==> src/rtl/chunked_prefix_adder_pkg.sv <==
// Shared definitions for the chunked prefix adder.
//   state_t   : FSM state encoding (IDLE, RUN, DONE), 2 bits.
//   cnt_width : width of the chunk counter for K chunks, never below 1 bit.
package chunked_prefix_adder_pkg;

  typedef enum logic [1:0] {
    IDLE = 2'd0,
    RUN  = 2'd1,
    DONE = 2'd2
  } state_t;

  function automatic int cnt_width(input int k);
    int w;
    w = $clog2(k);
    return (w < 1) ? 1 : w;
  endfunction

endpackage

==> src/rtl/chunked_prefix_adder_if.sv <==
// Operand/result bus of the chunked prefix adder.
//   in_valid/in_ready   : operand handshake (a, b, c, sub)
//   out_valid/out_ready : result handshake (sum, carry_out, P_ik, G_ik)
// master drives operands and out_ready; slave is the adder.
interface chunked_prefix_adder_if #(
  parameter int N = 128
);
  import chunked_prefix_adder_pkg::*;

  logic         in_valid;
  logic         in_ready;
  logic [N-1:0] a;
  logic [N-1:0] b;
  logic         c;
  logic         sub;
  logic [N-1:0] sum;
  logic         carry_out;
  logic         P_ik;
  logic         G_ik;
  logic         out_valid;
  logic         out_ready;

  modport master (
    output in_valid, a, b, c, sub, out_ready,
    input  in_ready, sum, carry_out, P_ik, G_ik, out_valid
  );

  modport slave (
    input  in_valid, a, b, c, sub, out_ready,
    output in_ready, sum, carry_out, P_ik, G_ik, out_valid
  );

endinterface

==> src/rtl/chunked_prefix_adder_chunk_cla.sv <==
// Combinational W-bit carry-lookahead slice.
//   a, b : chunk operands (b already inverted for subtraction)
//   cin  : carry into the chunk
//   s    : chunk sum
//   p, g : group propagate / generate of the whole chunk (independent of cin)
//   cout : carry out of the chunk
module chunk_cla
  import chunked_prefix_adder_pkg::*;
#(
  parameter int W = 32
) (
  input  logic [W-1:0] a,
  input  logic [W-1:0] b,
  input  logic         cin,
  output logic [W-1:0] s,
  output logic         p,
  output logic         g,
  output logic         cout
);

  logic [W-1:0] pb;
  logic [W-1:0] gb;
  logic [W-1:0] ppre;
  logic [W-1:0] gpre;
  logic [W-1:0] carry;

  assign pb = a ^ b;
  assign gb = a & b;

  // Prefix terms over bits [i:0]; every bit's carry is then formed directly
  // from a prefix term and cin, so cin never ripples through the slice.
  always_comb begin
    ppre    = '0;
    gpre    = '0;
    carry   = '0;
    ppre[0] = pb[0];
    gpre[0] = gb[0];
    for (int i = 1; i < W; i++) begin
      ppre[i] = pb[i] & ppre[i-1];
      gpre[i] = gb[i] | (pb[i] & gpre[i-1]);
    end
    carry[0] = cin;
    for (int i = 1; i < W; i++) begin
      carry[i] = gpre[i-1] | (ppre[i-1] & cin);
    end
  end

  assign s    = pb ^ carry;
  assign p    = ppre[W-1];
  assign g    = gpre[W-1];
  assign cout = gpre[W-1] | (ppre[W-1] & cin);

endmodule

==> src/rtl/chunked_prefix_adder.sv <==
// Multi-cycle N-bit adder/subtractor processing W bits per cycle, low chunk
// first, through a single chunk_cla slice.
//   clk, rst_n : clock, asynchronous active-low reset
//   bus        : slave side of chunked_prefix_adder_if
//                operands a, b, c, sub accepted on in_valid && in_ready;
//                sum, carry_out, P_ik, G_ik held while out_valid until out_ready.
// N must be a multiple of W. Latency from acceptance to out_valid is N/W edges.
module chunked_prefix_adder
  import chunked_prefix_adder_pkg::*;
#(
  parameter int N = 128,
  parameter int W = 32
) (
  input  logic                   clk,
  input  logic                   rst_n,
  chunked_prefix_adder_if.slave  bus
);

  localparam int K  = N / W;
  localparam int CW = cnt_width(K);
  localparam logic [CW-1:0] LAST = CW'(K - 1);

  state_t        state;
  state_t        state_nx;
  logic [CW-1:0] cnt;
  logic [N-1:0]  a_q;
  logic [N-1:0]  b_q;
  logic [N-1:0]  sum_q;
  logic          cry;
  logic          p_acc;
  logic          g_acc;
  logic          in_ready;
  logic          out_valid;

  logic [W-1:0]  a_k;
  logic [W-1:0]  b_k;
  logic [W-1:0]  s_k;
  logic          p_k;
  logic          g_k;
  logic          cout_k;

  assign a_k = a_q[int'(cnt)*W +: W];
  assign b_k = b_q[int'(cnt)*W +: W];

  chunk_cla #(.W(W)) u_slice (
    .a    (a_k),
    .b    (b_k),
    .cin  (cry),
    .s    (s_k),
    .p    (p_k),
    .g    (g_k),
    .cout (cout_k)
  );

  always_ff @(posedge clk or negedge rst_n) begin
    if (!rst_n) state <= IDLE;
    else        state <= state_nx;
  end

  always_comb begin
    state_nx  = state;
    in_ready  = 1'b0;
    out_valid = 1'b0;
    case (state)
      IDLE: begin
        in_ready = 1'b1;
        if (bus.in_valid) state_nx = RUN;
      end
      RUN: begin
        if (cnt == LAST) state_nx = DONE;
      end
      DONE: begin
        out_valid = 1'b1;
        if (bus.out_ready) state_nx = IDLE;
      end
      default: state_nx = IDLE;
    endcase
  end

  // Operands are captured on acceptance so the caller may change them freely
  // afterwards. The flag outputs are the accumulators themselves: they stop
  // changing once the last chunk is folded in, which keeps them stable in DONE.
  always_ff @(posedge clk or negedge rst_n) begin
    if (!rst_n) begin
      cnt   <= '0;
      a_q   <= '0;
      b_q   <= '0;
      sum_q <= '0;
      cry   <= 1'b0;
      p_acc <= 1'b0;
      g_acc <= 1'b0;
    end else begin
      case (state)
        IDLE: begin
          if (bus.in_valid) begin
            a_q   <= bus.a;
            b_q   <= bus.sub ? ~bus.b : bus.b;
            cry   <= bus.sub ? 1'b1 : bus.c;
            cnt   <= '0;
            p_acc <= 1'b1;
            g_acc <= 1'b0;
          end
        end
        RUN: begin
          sum_q[int'(cnt)*W +: W] <= s_k;
          cry   <= cout_k;
          p_acc <= p_k & p_acc;
          g_acc <= g_k | (p_k & g_acc);
          if (cnt != LAST) cnt <= cnt + 1'b1;
        end
        default: ;
      endcase
    end
  end

  assign bus.in_ready  = in_ready;
  assign bus.out_valid = out_valid;
  assign bus.sum       = sum_q;
  assign bus.carry_out = cry;
  assign bus.P_ik      = p_acc;
  assign bus.G_ik      = g_acc;

endmodule

==> src/flat_wrapper.sv <==
// flat-port wrapper written by rule: the top's interface ports become plain ports
module chunked_prefix_adder_flat import chunked_prefix_adder_pkg::*;
#(
  parameter int N = 128,
  parameter int W = 32
)
  (clk, rst_n, bus_in_valid, bus_a, bus_b, bus_c, bus_sub, bus_out_ready, bus_in_ready, bus_sum, bus_carry_out, bus_P_ik, bus_G_ik, bus_out_valid);
  chunked_prefix_adder_if #(.N(N)) bus_i ();
  input  logic clk;
  input  logic rst_n;
  input wire logic [$bits(bus_i.in_valid)-1:0] bus_in_valid;
  input wire logic [$bits(bus_i.a)-1:0] bus_a;
  input wire logic [$bits(bus_i.b)-1:0] bus_b;
  input wire logic [$bits(bus_i.c)-1:0] bus_c;
  input wire logic [$bits(bus_i.sub)-1:0] bus_sub;
  input wire logic [$bits(bus_i.out_ready)-1:0] bus_out_ready;
  output wire logic [$bits(bus_i.in_ready)-1:0] bus_in_ready;
  output wire logic [$bits(bus_i.sum)-1:0] bus_sum;
  output wire logic [$bits(bus_i.carry_out)-1:0] bus_carry_out;
  output wire logic [$bits(bus_i.P_ik)-1:0] bus_P_ik;
  output wire logic [$bits(bus_i.G_ik)-1:0] bus_G_ik;
  output wire logic [$bits(bus_i.out_valid)-1:0] bus_out_valid;
  assign bus_i.in_valid = bus_in_valid;
  assign bus_i.a = bus_a;
  assign bus_i.b = bus_b;
  assign bus_i.c = bus_c;
  assign bus_i.sub = bus_sub;
  assign bus_i.out_ready = bus_out_ready;
  assign bus_in_ready = bus_i.in_ready;
  assign bus_sum = bus_i.sum;
  assign bus_carry_out = bus_i.carry_out;
  assign bus_P_ik = bus_i.P_ik;
  assign bus_G_ik = bus_i.G_ik;
  assign bus_out_valid = bus_i.out_valid;
  chunked_prefix_adder #(.N(N), .W(W)) u_core (.clk(clk), .rst_n(rst_n), .bus(bus_i));
endmodule
==> config.mk <==
export PLATFORM = sky130hd
export DESIGN_NAME = chunked_prefix_adder_flat
export DESIGN_NICKNAME = d
export VERILOG_FILES = /design/src/rtl/chunked_prefix_adder_pkg.sv /design/src/rtl/chunked_prefix_adder_if.sv /design/src/rtl/chunked_prefix_adder_chunk_cla.sv /design/src/rtl/chunked_prefix_adder.sv /design/src/flat_wrapper.sv
export SDC_FILE = /design/constraint.sdc
export NUM_CORES = 1
export LEC_CHECK = 0
export CORE_ASPECT_RATIO = 0.5
export CORE_MARGIN = 4
export CORE_UTILIZATION = 47
export CTS_CLUSTER_SIZE = 16
export DETAILED_ROUTE_END_ITERATION = 6
export PLACE_DENSITY_LB_ADDON = 0.05
export SETUP_SLACK_MARGIN = 0.05
export SLEW_MARGIN = 0
export SYNTH_ARGS = -nofsm -noshare
export SYNTH_HDL_FRONTEND = slang
export SYNTH_HIERARCHICAL = 1
export SYNTH_SLANG_ARGS = --single-unit
==> constraint.sdc <==
create_clock -name clk -period 4.45 [get_ports clk]
set_clock_uncertainty 0.2 [all_clocks]
set_input_delay 0.89 -clock clk [delete_from_list [all_inputs] [get_ports clk]]
set_output_delay 0.89 -clock clk [all_outputs]
set_load 0.01 [all_outputs]
# Word-level counts from Yosys, hierarchy flattened
# Index checks and enable logic that the tools add are counted.
# Widths: inputs -> output; s select.
[word_totals]
in_bits = 262
out_inout_bits = 133
reg_bits = 391
[op_classes]
n_reduce_logical = 6
n_shift = 4
n_mux = 18
n_bitwise = 164
n_eq_ne = 8
addsub = 2
[ops]
columns = ["op", "count"]
rows = [
  ["$shiftx 128x8->32", 2],
  ["$bwmux 128", 1],
  ["$mux 128", 1],
  ["$not 128->128", 1],
  ["$shift 32x33->128 const A", 1],
  ["$shiftx 32x33->128", 1],
  ["$and 1x1->1", 96],
  ["$or 1x1->1", 64],
  ["$xor 32x32->32", 2],
  ["$neg 7->33", 1],
  ["$and 32x32->32", 1],
  ["$mux 2", 5],
  ["$mux 1", 6],
  ["$ne 2x2->1 const B", 3],
  ["$pmux 1 s2", 3],
  ["$pmux 2 s3", 1],
  ["$reduce_and 3->1", 2],
  ["$eq 2x2->1 const B", 2],
  ["$ne 2x1->1 const B", 2],
  ["$pmux 2 s2", 1],
  ["$reduce_and 2->1", 2],
  ["$add 2x1->2 const B", 1],
  ["$eq 2x1->1 const B", 1],
  ["$logic_not 2->1", 1],
  ["$reduce_bool 2->1", 1],
]

# Logic depth before layout (Yosys ltp)
[depth]
depth_word = 66
ltp_mapped = 16
mapped_depth_nobuf = 13

# Hierarchy
# Netlist, hierarchy kept.
[modules_own_cells]
columns = ["module", "area_per_inst_um2", "instances", "cells_per_inst"]
rows = [
  ["chunked_prefix_adder", 17027.6, 1, 1505],
  ["chunk_cla", 1522.7, 1, 197],
]

# Worst setup path before layout
# OpenSTA, ideal clock, no wires.
[synth_timing]
kind = "register to register"
startpoint = "register u_core.cnt[0]"
endpoint = "register u_core.sum_q[31] (netlist: u_core/bus.sum[31])"
stages_incl_launch_ff = 16
path_buffers = 3
setup_slack_ns = 0.175
synth_period_minus_slack_ns = 4.275
required_time_ns = 4.129
arrival_time_ns = 3.954
path_cell_list = "dfrtp_1 -> buf_4 -> buf_6 -> buf_2 -> mux4_2 -> ha_1 -> and3_1 -> a221oi_4 -> a22oi_2 -> o21ai_1 -> o22ai_1 -> o41a_1 -> a221o_1 -> a21oi_1 -> xnor2_1 -> a22o_1"
[synth_rtl]
columns = ["item", "line_no", "source"]
rows = [
  ["start, declared", "chunked_prefix_adder.sv:25", "logic [CW-1:0] cnt;"],
  ["start signal, assigned", "chunked_prefix_adder.sv:109", "if (cnt != LAST) cnt <= cnt + 1'b1;"],
  ["$shiftx 128x8->32 *", "chunked_prefix_adder.sv:42", "assign a_k = a_q[int'(cnt)*W +: W];"],
  ["named net u_core.a_k[3]", "chunked_prefix_adder.sv:35", "logic [W-1:0] a_k;"],
  ["$xor 32x32->32", "chunked_prefix_adder_chunk_cla.sv:27", "assign pb = a ^ b;"],
  ["$and 1x1->1", "chunked_prefix_adder_chunk_cla.sv:40", "gpre[i] = gb[i] | (pb[i] & gpre[i-1]);"],
  ["$or 1x1->1", "chunked_prefix_adder_chunk_cla.sv:40", ""],
  ["$and 1x1->1", "chunked_prefix_adder_chunk_cla.sv:40", ""],
  ["$or 1x1->1", "chunked_prefix_adder_chunk_cla.sv:40", ""],
  ["$and 1x1->1", "chunked_prefix_adder_chunk_cla.sv:40", ""],
  ["[... 48 more ...]", "n/a", ""],
  ["$or 1x1->1", "chunked_prefix_adder_chunk_cla.sv:40", ""],
  ["$and 1x1->1", "chunked_prefix_adder_chunk_cla.sv:40", ""],
  ["$or 1x1->1", "chunked_prefix_adder_chunk_cla.sv:40", ""],
  ["$or 1x1->1 *", "chunked_prefix_adder_chunk_cla.sv:44", "carry[i] = gpre[i-1] | (ppre[i-1] & cin);"],
  ["$xor 32x32->32 *", "chunked_prefix_adder_chunk_cla.sv:48", "assign s = pb ^ carry;"],
  ["named net u_core.s_k[31]", "chunked_prefix_adder.sv:37", "logic [W-1:0] s_k;"],
  ["$shiftx 32x33->128 *", "chunked_prefix_adder.sv:105", "sum_q[int'(cnt)*W +: W] <= s_k;"],
  ["$bwmux 128 *", "chunked_prefix_adder.sv:105", ""],
  ["end signal, assigned by index", "chunked_prefix_adder.sv:105", ""],
  ["end, declared", "chunked_prefix_adder.sv:28", "logic [N-1:0] sum_q;"],
]
# The timed path passes the listed nets; every way through them passes the cells marked *.
# A chain may end at the register's enable or synchronous reset.

# Worst setup path after layout
[layout_timing]
startpoint = "register u_core.cnt[0]"
endpoint = "register u_core.sum_q[63] (netlist: u_core/bus.sum[63])"
[layout_rtl]
columns = ["item", "line_no", "source"]
rows = [
  ["$shiftx 128x8->32 *", "chunked_prefix_adder.sv:43", "assign b_k = b_q[int'(cnt)*W +: W];"],
  ["named net u_core.b_k[3]", "chunked_prefix_adder.sv:36", "logic [W-1:0] b_k;"],
  ["$xor 32x32->32", "chunked_prefix_adder_chunk_cla.sv:27", ""],
  ["$and 1x1->1", "chunked_prefix_adder_chunk_cla.sv:40", ""],
  ["$or 1x1->1", "chunked_prefix_adder_chunk_cla.sv:40", ""],
  ["$and 1x1->1", "chunked_prefix_adder_chunk_cla.sv:40", ""],
  ["$or 1x1->1", "chunked_prefix_adder_chunk_cla.sv:40", ""],
  ["$and 1x1->1", "chunked_prefix_adder_chunk_cla.sv:40", ""],
  ["[... 48 more ...]", "n/a", ""],
  ["$or 1x1->1", "chunked_prefix_adder_chunk_cla.sv:40", ""],
  ["$and 1x1->1", "chunked_prefix_adder_chunk_cla.sv:40", ""],
  ["$or 1x1->1", "chunked_prefix_adder_chunk_cla.sv:40", ""],
  ["$or 1x1->1 *", "chunked_prefix_adder_chunk_cla.sv:44", ""],
  ["$xor 32x32->32 *", "chunked_prefix_adder_chunk_cla.sv:48", ""],
  ["named net u_core.s_k[31]", "chunked_prefix_adder.sv:37", ""],
  ["$shiftx 32x33->128 *", "chunked_prefix_adder.sv:105", ""],
  ["$bwmux 128 *", "chunked_prefix_adder.sv:105", ""],
]
# Marked as above.

==> reports/results.txt <==
The Yosys warning count was 6. The logs give 11.1 nW for the leakage dissipation and 25.9% for the total global routing track utilization. The H-tree was split into 2 levels.

The number of nets in the final layout is 2386. Along the worst path, the maximum fanout reaches 14. The slew at the pin closest to its max-slew limit works out to 968 ps.

Once layout is complete, the cells apart from fillers number 2649. The routed design has 56300 um of wire. The residual overflow from global routing was 0; the die area was 42900 um^2. TritonCTS built the clock tree.

Setup violations remaining at the end of the flow were counted as 0. The root buffer cell chosen for the clock tree is sky130_fd_sc_hd__clkbuf_16. The count of endpoints failing hold in the final timing report is 0. The power per standard cell area is 882 nW/um^2.

The minimum clock period is 4300 ps, and the final-layout setup total negative slack is 0 ps. The buffer and inverter count on the worst path was 1; the number of enable-type register cells in the synthesized netlist was 0. The post-route netlist has 10.4% of its cells at a drive strength greater than 1. In the routed design, unresolved DRC markers number 0. The async set or reset register ratio after synthesis was 100%. After synthesis, the netlist uses 60 different library cells.

The run gives 7 as the number of iterations in the first detailed-routing pass. Max-cap violations in this run came to 0. Measured along the y axis, the die boundary spans 148 um. The maximum single-stage delay on the critical path was 560 ps.

The number of pins with negative max-slew slack in the final report was 0. The tools report the number of global-route vias before repair as 14000. The worst setup path is captured at a register.

The logs give 8160 um^2 for the multi-input gate area in the final layout and 0.489 mV for the worst voltage drop across the vdd grid. The clock latency at the later pin of the worst-skew pair was 540 ps. Counting flops and latches in the post-synthesis netlist gives 391. The tree built by TritonCTS fans out to 391 sinks.

The final cell utilization of the core is 63.0%. The ratio of routed vias to standard cells was 5.32. In the synthesized netlist the dominant register cell turns out to be sky130_fd_sc_hd__dfrtp_1.

The filler cells instantiated in the layout total 3259. The detail route stage leaves a number of antenna-violating nets equal to 0. Dividing the detail-routed wire length by the instance count gives 21.2 um. The tools report the wire length of the first global-routing pass as 85000 um. Setup repair after global routing could not meet its margin everywhere. Compared with the post-synthesis result, the final layout area differs by 32.3%.

Measured against its own limit, the worst slew margin works out to 34.9%. The synthesized area per cell works out to 10.9 um^2. The detailed router finished its first iteration with 1170 violations. Across all hold checks on the routed design, the worst slack comes to 180 ps. In the layout the commonest cells are sky130_fd_sc_hd__nand2_1, sky130_fd_sc_hd__clkdlybuf4s50_1, sky130_fd_sc_hd__dfrtp_1. The overall via count from detail_route came out at 14100. The worst hold-check path type is in -> async.

Static timing analysis puts the maximum clock frequency at 233 MHz. In this run the tool buffered the top-level ports with 394 buffer cells. Row generation in the floorplan step produced 51 rows. Number of placed I/O pins: 395. Counting every instance in the synthesized netlist gives 1702. The run gives 2561 as the count of placed standard cells including taps. Routability-driven placement finished with a final weighted congestion of 0.935. The tools report the largest net degree at the start of global routing as 131. The worst setup path is of the reg -> reg kind.

The number of clock buffers added by TritonCTS is 37. In this run the horizontal extent of the chip is 289 um. Data on the critical path is required at its endpoint by 4670 ps. The clock-pin slew of the registers on the worst-case setup and hold paths is 70 ps. For the initial standard-cell utilization of the core, the log shows 47.7%.

The netlist area before placement came out at 18600 um^2. The run gives 41200 um as the sum of net half-perimeters after detailed placement. The number of nets handed over by synthesis was 2002.

Summing all flip-flop and latch instances after layout gives 9790 um^2. The post-synthesis sequential area ratio was 52.7%. The library cell used most frequently in the layout, excluding fill and tap cells, is sky130_fd_sc_hd__nand2_1.

The run gives 4510 ps as the worst path arrival time. Type of element launching the critical path: a register. The largest individual stage delay along the critical path comes from the cell sky130_fd_sc_hd__mux4_2. In this run the deepest clock path goes through 3 buffers. After floorplanning, the core was sized to cover 38900 um^2. The final period utilization works out to 96.6%. The flow ran to the end, and the final reports show no timing, DRC or antenna violations. The signal on the critical path passes through buf_12, mux4_2, ha_1, and3_1, a221oi_4, a22oi_2, o21ai_2, o22ai_1, o41a_1, a221o_1, a21oi_2, xnor2_2, a22o_1. The number of antenna violations at the first check in global routing was 5. The kind of cell adding the most delay to the critical path was compound AO/OA/AOI/OAI gates.
[synthesized netlist by cell type (all sizes together), types with 2 or more instances]
master	number	share of area, %
and3	5	0.17
o2111ai	2	0.094
inv	6	0.12
a22o	128	6.0
nand2b	5	0.17
a21o	17	0.69
a31oi	2	0.067
nand3b	2	0.081
a211oi	3	0.15
buf	70	2.8
a21oi	18	0.51
nor2	19	0.38
xor2	10	0.47
nand2	523	11
ha	37	2.5
mux4	64	7.8
o21bai	3	0.12
o21a	9	0.36
or3	4	0.13
dfrtp	391	53
nand3	5	0.13
o31ai	2	0.081
nor3	8	0.22
xnor2	145	6.8
nor4	6	0.48
a221o	2	0.11
o21ai	143	3.9
nor2b	8	0.27
clkbuf	42	0.86
nand4	4	0.13
[layer usage]
metal | GRT usage (%) | wire length, um | part of all wire, % | vias to the layer above
met5 | 1.93 | 141 | 0.25 | -
met4 | 4.42 | 813 | 1.4 | 6
met3 | 6.32 | 4080 | 7.3 | 62
met2 | 38.6 | 25100 | 45 | 385
met1 | 39.2 | 26100 | 46 | 6991
li1 | - | - | - | 6637
[worst register-to-register path: stages, from the launching register on]
cell and delay, ps:
sky130_fd_sc_hd__dfrtp_4 540, sky130_fd_sc_hd__buf_12 190, sky130_fd_sc_hd__mux4_2 560, sky130_fd_sc_hd__ha_1 320, sky130_fd_sc_hd__and3_1 230, sky130_fd_sc_hd__a221oi_4 310
sky130_fd_sc_hd__a22oi_2 160, sky130_fd_sc_hd__o21ai_2 210, sky130_fd_sc_hd__o22ai_1 160, sky130_fd_sc_hd__o41a_1 390, sky130_fd_sc_hd__a221o_1 380, sky130_fd_sc_hd__a21oi_2 200
sky130_fd_sc_hd__xnor2_2 120, sky130_fd_sc_hd__a22o_1 220
[per-stage QoR]
stage / total power, mW / instance area [um^2] / setup WS (ps)
2_1_floorplan: 13.0 / 18600 / 175
3_3_place_gp: 17.6 / 23000 / 136
3_5_place_dp: 17.8 / 23000 / 50.0
4_1_cts: 21.2 / 24300 / 81.3
5_1_grt: 23.0 / 24500 / 21.3
6_report: 21.6 / 24500 / 152
[cells by family (layout without fill, tap and decap cells)]
kind of cell | count (synthesis) | after routing | share of synthesized area (%)
XOR/XNOR | 155 | 155 | 7.32
flip-flops | 391 | 391 | 52.7
multiplexers | 64 | 64 | 7.77
adder cells (fa/ha/maj) | 38 | 38 | 2.60
other | 0 | 4 | 0
AND/OR/NAND/NOR | 595 | 595 | 13.0
buffers and inverters | 118 | 531 | 3.73
AO/OA/AOI/OAI | 341 | 341 | 12.8
[where the power goes]
group | total, mW | switching (mW) | internal, mW
Clock | 3.32 | 1.42 | 1.90
Combinational | 12.1 | 7.09 | 5.04
Sequential | 6.20 | 1.07 | 5.13
Total | 21.6 | 9.58 | 12.1
[area by class of cell]
cell class                      instances  share of cell area, %
Clock buffer                           54                   4.62
Multi-Input combinational cell       1193                   33.3
Clock inverter                         14                  0.576
Inverter                                6                 0.0918
Tap cell                              530                   2.70
Timing Repair Buffer                  457                   18.8
Antenna cell                            4                 0.0408
Sequential cell                       391                   39.9
[worst paths after layout]
check                                                 from                         endpoint  slack [ps]  cells after the start
worst min register to register  u_core/a_q[88]$_DFFE_PN0P_       u_core/a_q[88]$_DFFE_PN0P_         270                      2
worst max register to register   u_core/cnt[0]$_DFFE_PN0P_   u_core/bus.sum[63]$_DFFE_PN0P_         150                     13
worst max-delay path             u_core/cnt[0]$_DFFE_PN0P_   u_core/bus.sum[63]$_DFFE_PN0P_         150                     13
min in group clk                u_core/a_q[88]$_DFFE_PN0P_       u_core/a_q[88]$_DFFE_PN0P_         270                      2
max in group asynchronous                            rst_n       u_core/b_q[37]$_DFFE_PN0P_        2670                      2
worst min-delay path                                 rst_n  u_core/bus.sum[110]$_DFFE_PN0P_         180                      1
[sequential cells by signal (all words and copies together) (netlist names)]
| name | count |
|---|---|
| u_core/a_q | 128 |
| u_core/b_q | 128 |
| u_core/bus.sum | 128 |
| u_core/cnt | 2 |
| u_core/state | 2 |
| u_core/bus.G_ik | 1 |
| u_core/bus.P_ik | 1 |
| u_core/bus.carry_out | 1 |
[timing repair]
action / CTS / global route
endpoints found under the setup margin: 4 / 16
cloned: 1 / 1
gates resized for setup: 2 / 13
hold buffers: 0 / 0
pin swaps: 0 / 2
setup buffers: 0 / 14
Note: power is estimated with default switching activity, not from simulation.
